<file path="src/rtl/xintf_dpbram_bridge.sv">
// xintf_dpbram_bridge: DSP-side XINTF to dual-port BRAM mailbox bridge.
// Asynchronous XINTF strobes are synchronized, then a small FSM turns each
// DSP access into one BRAM read (Zynq-written RAM) or one BRAM write
// (Zynq-read RAM). Define DSP_LINK_WDT_EN to add a link watchdog that raises
// o_link_lost after WDT_CYCLES clocks with no DSP access.
module xintf_dpbram_bridge #(
    parameter int ADDR_W      = 9,
    parameter int SYNC_STAGES = 2,
    parameter int RAM_RD_LAT  = 2,
    parameter int WR_ADDR_MAX = 10,
    parameter int WDT_CYCLES  = 1000000
) (
    input  logic              i_clk,
    input  logic              i_rst,
    input  logic              i_xintf_zcs_n,
    input  logic              i_xintf_rd_n,
    input  logic              i_xintf_we_n,
    input  logic [ADDR_W-1:0] i_xintf_addr,
    input  logic [15:0]       i_xintf_data,
    output logic [15:0]       o_xintf_data,
    output logic              o_xintf_data_oe,
    output logic [ADDR_W-1:0] o_dsp_r_ram_addr,
    output logic              o_dsp_r_ram_ce,
    input  logic [15:0]       i_dsp_r_ram_dout,
    output logic [ADDR_W-1:0] o_dsp_w_ram_addr,
    output logic [15:0]       o_dsp_w_ram_din,
    output logic              o_dsp_w_ram_ce,
    output logic              o_wr_err,
    output logic              o_link_lost
);
    typedef enum logic [2:0] {
        IDLE, RD_ISSUE, RD_WAIT, RD_HOLD, WR_ACT, WR_COMMIT, WAIT_REL
    } state_t;

    state_t state, nxt;
    logic [SYNC_STAGES-1:0] cs_sr, rd_sr, we_sr;
    logic cs_s, rd_s, we_s;
    logic [ADDR_W-1:0] addr_q;
    logic [15:0] data_q;
    logic [7:0] lat_cnt;
    logic wr_ok, latch_en;

    assign cs_s = cs_sr[SYNC_STAGES-1];
    assign rd_s = rd_sr[SYNC_STAGES-1];
    assign we_s = we_sr[SYNC_STAGES-1];
    assign wr_ok = addr_q <= ADDR_W'(WR_ADDR_MAX);
    // Address/data track the bus in IDLE and while a write strobe stays active.
    assign latch_en = (state == IDLE) || (state == WR_ACT && nxt == WR_ACT);

    // Synchronize the asynchronous XINTF strobes (inactive = 1 after reset).
    always_ff @(posedge i_clk or posedge i_rst) begin
        if (i_rst) begin
            cs_sr <= '1;
            rd_sr <= '1;
            we_sr <= '1;
        end else begin
            cs_sr <= (cs_sr << 1) | SYNC_STAGES'(i_xintf_zcs_n);
            rd_sr <= (rd_sr << 1) | SYNC_STAGES'(i_xintf_rd_n);
            we_sr <= (we_sr << 1) | SYNC_STAGES'(i_xintf_we_n);
        end
    end

    // FSM state register.
    always_ff @(posedge i_clk or posedge i_rst) begin
        if (i_rst) state <= IDLE;
        else       state <= nxt;
    end

    // FSM next-state logic; a release during the read pipeline aborts it.
    always_comb begin
        nxt = state;
        case (state)
            IDLE:
                if (!cs_s && !rd_s && !we_s) nxt = WAIT_REL;
                else if (!cs_s && !rd_s)     nxt = RD_ISSUE;
                else if (!cs_s && !we_s)     nxt = WR_ACT;
            RD_ISSUE:  nxt = (cs_s || rd_s) ? IDLE : RD_WAIT;
            RD_WAIT:   nxt = (cs_s || rd_s) ? IDLE :
                             (lat_cnt == 8'(RAM_RD_LAT - 1)) ? RD_HOLD : RD_WAIT;
            RD_HOLD:   nxt = (cs_s || rd_s) ? IDLE : RD_HOLD;
            WR_ACT:    nxt = (cs_s || we_s) ? WR_COMMIT : WR_ACT;
            WR_COMMIT: nxt = IDLE;
            WAIT_REL:  nxt = (cs_s && rd_s && we_s) ? IDLE : WAIT_REL;
            default:   nxt = IDLE;
        endcase
    end

    // FSM outputs: one-clock RAM enables and the write-range error pulse.
    always_comb begin
        o_dsp_r_ram_ce = state == RD_ISSUE;
        o_dsp_w_ram_ce = state == WR_COMMIT && wr_ok;
        o_wr_err       = state == WR_COMMIT && !wr_ok;
    end

    // Bus address/data capture, frozen once a write strobe is released.
    always_ff @(posedge i_clk or posedge i_rst) begin
        if (i_rst) begin
            addr_q <= '0;
            data_q <= '0;
        end else if (latch_en) begin
            addr_q <= i_xintf_addr;
            data_q <= i_xintf_data;
        end
    end

    // Read-RAM address is loaded as the read is issued.
    always_ff @(posedge i_clk or posedge i_rst) begin
        if (i_rst)                                o_dsp_r_ram_addr <= '0;
        else if (state == IDLE && nxt == RD_ISSUE) o_dsp_r_ram_addr <= addr_q;
    end

    // Count BRAM read latency while in RD_WAIT.
    always_ff @(posedge i_clk or posedge i_rst) begin
        if (i_rst) lat_cnt <= '0;
        else       lat_cnt <= (state == RD_WAIT) ? lat_cnt + 8'd1 : 8'd0;
    end

    // Drive read data to the pad and hold it until the DSP releases the read.
    always_ff @(posedge i_clk or posedge i_rst) begin
        if (i_rst) begin
            o_xintf_data    <= '0;
            o_xintf_data_oe <= 1'b0;
        end else if (state == RD_WAIT && nxt == RD_HOLD) begin
            o_xintf_data    <= i_dsp_r_ram_dout;
            o_xintf_data_oe <= 1'b1;
        end else if (state == RD_HOLD && nxt == IDLE) begin
            o_xintf_data_oe <= 1'b0;
        end
    end

    // Write-RAM address/data are set up for the commit cycle and then held.
    always_ff @(posedge i_clk or posedge i_rst) begin
        if (i_rst) begin
            o_dsp_w_ram_addr <= '0;
            o_dsp_w_ram_din  <= '0;
        end else if (state == WR_ACT && nxt == WR_COMMIT && wr_ok) begin
            o_dsp_w_ram_addr <= addr_q;
            o_dsp_w_ram_din  <= data_q;
        end
    end

`ifdef DSP_LINK_WDT_EN
    logic [31:0] wdt_cnt;

    // Watchdog: cleared by each issued read or write commit, saturates at timeout.
    always_ff @(posedge i_clk or posedge i_rst) begin
        if (i_rst)                                        wdt_cnt <= '0;
        else if (state == WR_COMMIT || state == RD_ISSUE) wdt_cnt <= '0;
        else if (wdt_cnt != 32'(WDT_CYCLES))              wdt_cnt <= wdt_cnt + 32'd1;
    end

    assign o_link_lost = wdt_cnt == 32'(WDT_CYCLES);
`else
    assign o_link_lost = WDT_CYCLES[0] & 1'b0;
`endif
endmodule

</file>
<file path="config.mk">
export PLATFORM = sky130hd
export DESIGN_NAME = xintf_dpbram_bridge
export DESIGN_NICKNAME = d
export VERILOG_FILES = /design/src/rtl/xintf_dpbram_bridge.sv
export SDC_FILE = /design/constraint.sdc
export NUM_CORES = 1
export LEC_CHECK = 0
export ABC_AREA = 1
export BUFFER_PORTS_ARGS = -buffer_cell sky130_fd_sc_hd__buf_2
export CORE_MARGIN = 10
export CORE_UTILIZATION = 30
export CTS_CLUSTER_SIZE = 24
export DETAILED_ROUTE_END_ITERATION = 8
export PLACE_DENSITY = 0.58
export SLEW_MARGIN = 40
export SYNTH_ARGS = -nofsm -noshare
export SYNTH_HDL_FRONTEND = slang
export SYNTH_SLANG_ARGS = --single-unit
export TNS_END_PERCENT = 100
</file>
<file path="constraint.sdc">
create_clock -name i_clk -period 6.6 [get_ports i_clk]
set_input_delay 0 -clock i_clk [delete_from_list [all_inputs] [get_ports i_clk]]
set_output_delay 0 -clock i_clk [all_outputs]
set_load 0.05 [all_outputs]
</file>
==> qor.yml <==
status: "finished clean"
ctsHtreeMaxLevel: 3
synth-async-reset-ratio_pct: 100
overflow: 0
power.total_mw: 2.41
hold_violations: 0
cp_max_fo: 26
syn_inst: 406
clk_path_buf_depth: 2
grt_pass1_wl_um: 16200
worstSkewPairLatency_ns: 0.34
ys_types: 27
ys_seq_elements: 93
ys_top_cells_by_count: "nand2_1 (139), dfrtp_1 (87), inv_1 (40)"
criticalPathCategory: "reg2reg"
multi_input_area_um2: 1190
die_h_um: 132
dieWidth_um: 132
hp-class: "in2async"
vdd_drop_max_mv: 0.216
place_area_um2: 4400
worst_pin_slew_ns: 0.622
cts_tree: "yes"
critPathCaptureType: "flip-flop"
worstPathRequired_ns: 6.87
relSlewSlack_pct: 58.5
gp_congestion: 0.758
clock-sinks: 93
fin_skew_ns: 0.00759
io_pins: 101
synth.most_common_cell: "nand2_1"
vias_per_cell: 4.30
fin_setup_tns_ns: 0
port-buffer-count: 99
synth_top_area_share_pct: 57.9
start_kind: "flip-flop"
synth_edf_count: 0
syn_nets: 454
drt-total-wl_um: 9780
syn2layout_area_growth_pct: 36.7
synthesis.yosys.warnings: 0
core_um2: 12200
fin_cells: 721
p_leak_nw: 2.67
timing.final.crit_share_pct: 34.5
antenna_found_initial: 1
syn_area_um2: 3760
firstDrtPassIters: 4
slew_violations: 0
worst_slack_ns: 4.32
max_cap_viol_count: 0
avgSynthCellArea_um2: 9.26
timing.fmax_mhz: 439
fin_nets: 595
wire_per_inst_um: 13.6
register_area_um2: 2330
drt_iter0_markers: 134
drive_gt1_share_pct: 24.8
r2r_cells: 9
synth_sequential_area_ratio_pct: 62.1
die_area_um2: 17400
synthTopCellsByArea: "dfrtp_1 (58%), nand2_1 (14%), nand3_1 (4.5%)"
min_period_ns: 2.28
floorplan.initialDensity_pct: 30.9
row_count: 40
yosysTopAreaCell: "dfrtp_1"
ant_nets: 0
grt_pass1_vias: 3236
clkTransAtPathRegs_ns: 0.06
worstPathArrival_ns: 2.55
pwr_density_cell_nw_per_um2: 468
grt_max_degree: 94
dp_cells: 659
rsz0062_at_grt: "false"
setup_viol: 0
grt_usage_pct: 11.5
num-fill-cells: 1192
via_count: 3103
hpwl_um: 6750
cts_buffers: 9
synth_ff_type: "dfrtp_1"
drc_errors: 0
final_area_um2: 5140
place_ws_ns: 4.28
root_buffer: "clkbuf_16"
whs_ns: 0.309
fin_util_pct: 42.3
[critical path, stage by stage (launching register included)]
cell and delay, ns:
dfrtp_1 0.53, nor3_4 0.38, nand2_2 0.10, nor2_4 0.36, nor2_2 0.11, nand2_2 0.09, nand2_4 0.17, nand2_4 0.29
nand2_1 0.09, nand2_1 0.07
[layout by cell type, fill, tap and decap left out, drive strengths merged]
master and instances:
inv 42, conb 1, nor3b 1, ha 2, buf 100, dlygate4sd3 45, bufinv 1, nand4 4
clkinv 3, mux2 4, diode 1, nand2 144, nor4 1, nor3 4, dfstp 6, o21ai 32
nand3 35, clkbuf 12, nor2 21, a21oi 7, dfrtp 87
[cell families after synthesis]
| logic type | Yosys count | share of synthesized area [%] |
|---|---|---|
| compound gates | 39 | 5.19 |
| fa+ha+maj | 2 | 0.665 |
| buf+inv | 57 | 6.39 |
| flops | 93 | 62.1 |
| mux | 4 | 1.20 |
| other cells | 1 | 0.0997 |
| simple gates | 210 | 24.4 |
[report_power, final]
part           internal (mW)  switching, mW
Combinational          0.256          0.757
Clock                  0.293          0.204
Sequential             0.772          0.126
Total                   1.32           1.09
[repair_timing]
item,4_1_cts,5_1_grt
resized for setup,0,0
buffers inserted,0,0
hold buffers,45,0
endpoints found under the hold margin,131,0
[layout make-up]
type,count,area share [%]
inverter,42,3.21
antenna,1,0.0487
sequential,93,45.4
timing repair buffer,145,18.5
tap,168,4.09
clock buffer,12,4.60
clock inverter,4,0.949
multi-input combinational,256,23.1
[flip-flops by register name (all words and copies together) (netlist names)]
signal / cells
data_q: 16
o_dsp_w_ram_din: 16
o_xintf_data: 16
addr_q: 9
o_dsp_r_ram_addr: 9
o_dsp_w_ram_addr: 9
lat_cnt: 8
state: 3
cs_sr: 2
rd_sr: 2
we_sr: 2
o_xintf_data_oe: 1
[layer usage]
layer	vias up	part of all wire, %	track usage [%]
met5	-	0	0
met4	0	3.0	6.30
met3	20	4.4	2.97
met2	74	48	18.2
met1	1452	44	13.9
li1	1557	-	-
[path summary, 6_finish.rpt]
check                                  start               to  slack [ns]
worst max-delay path                state[2]       data_q[13]        4.32
worst min register to register      rd_sr[0]         rd_sr[1]        0.35
min in group i_clk              i_xintf_rd_n         rd_sr[0]        0.33
worst min-delay path                   i_rst  o_xintf_data[1]        0.31
max in group asynchronous              i_rst        addr_q[6]        5.84
worst max register to register      state[2]       data_q[13]        4.32
Note: power is estimated with default switching activity, not from simulation.
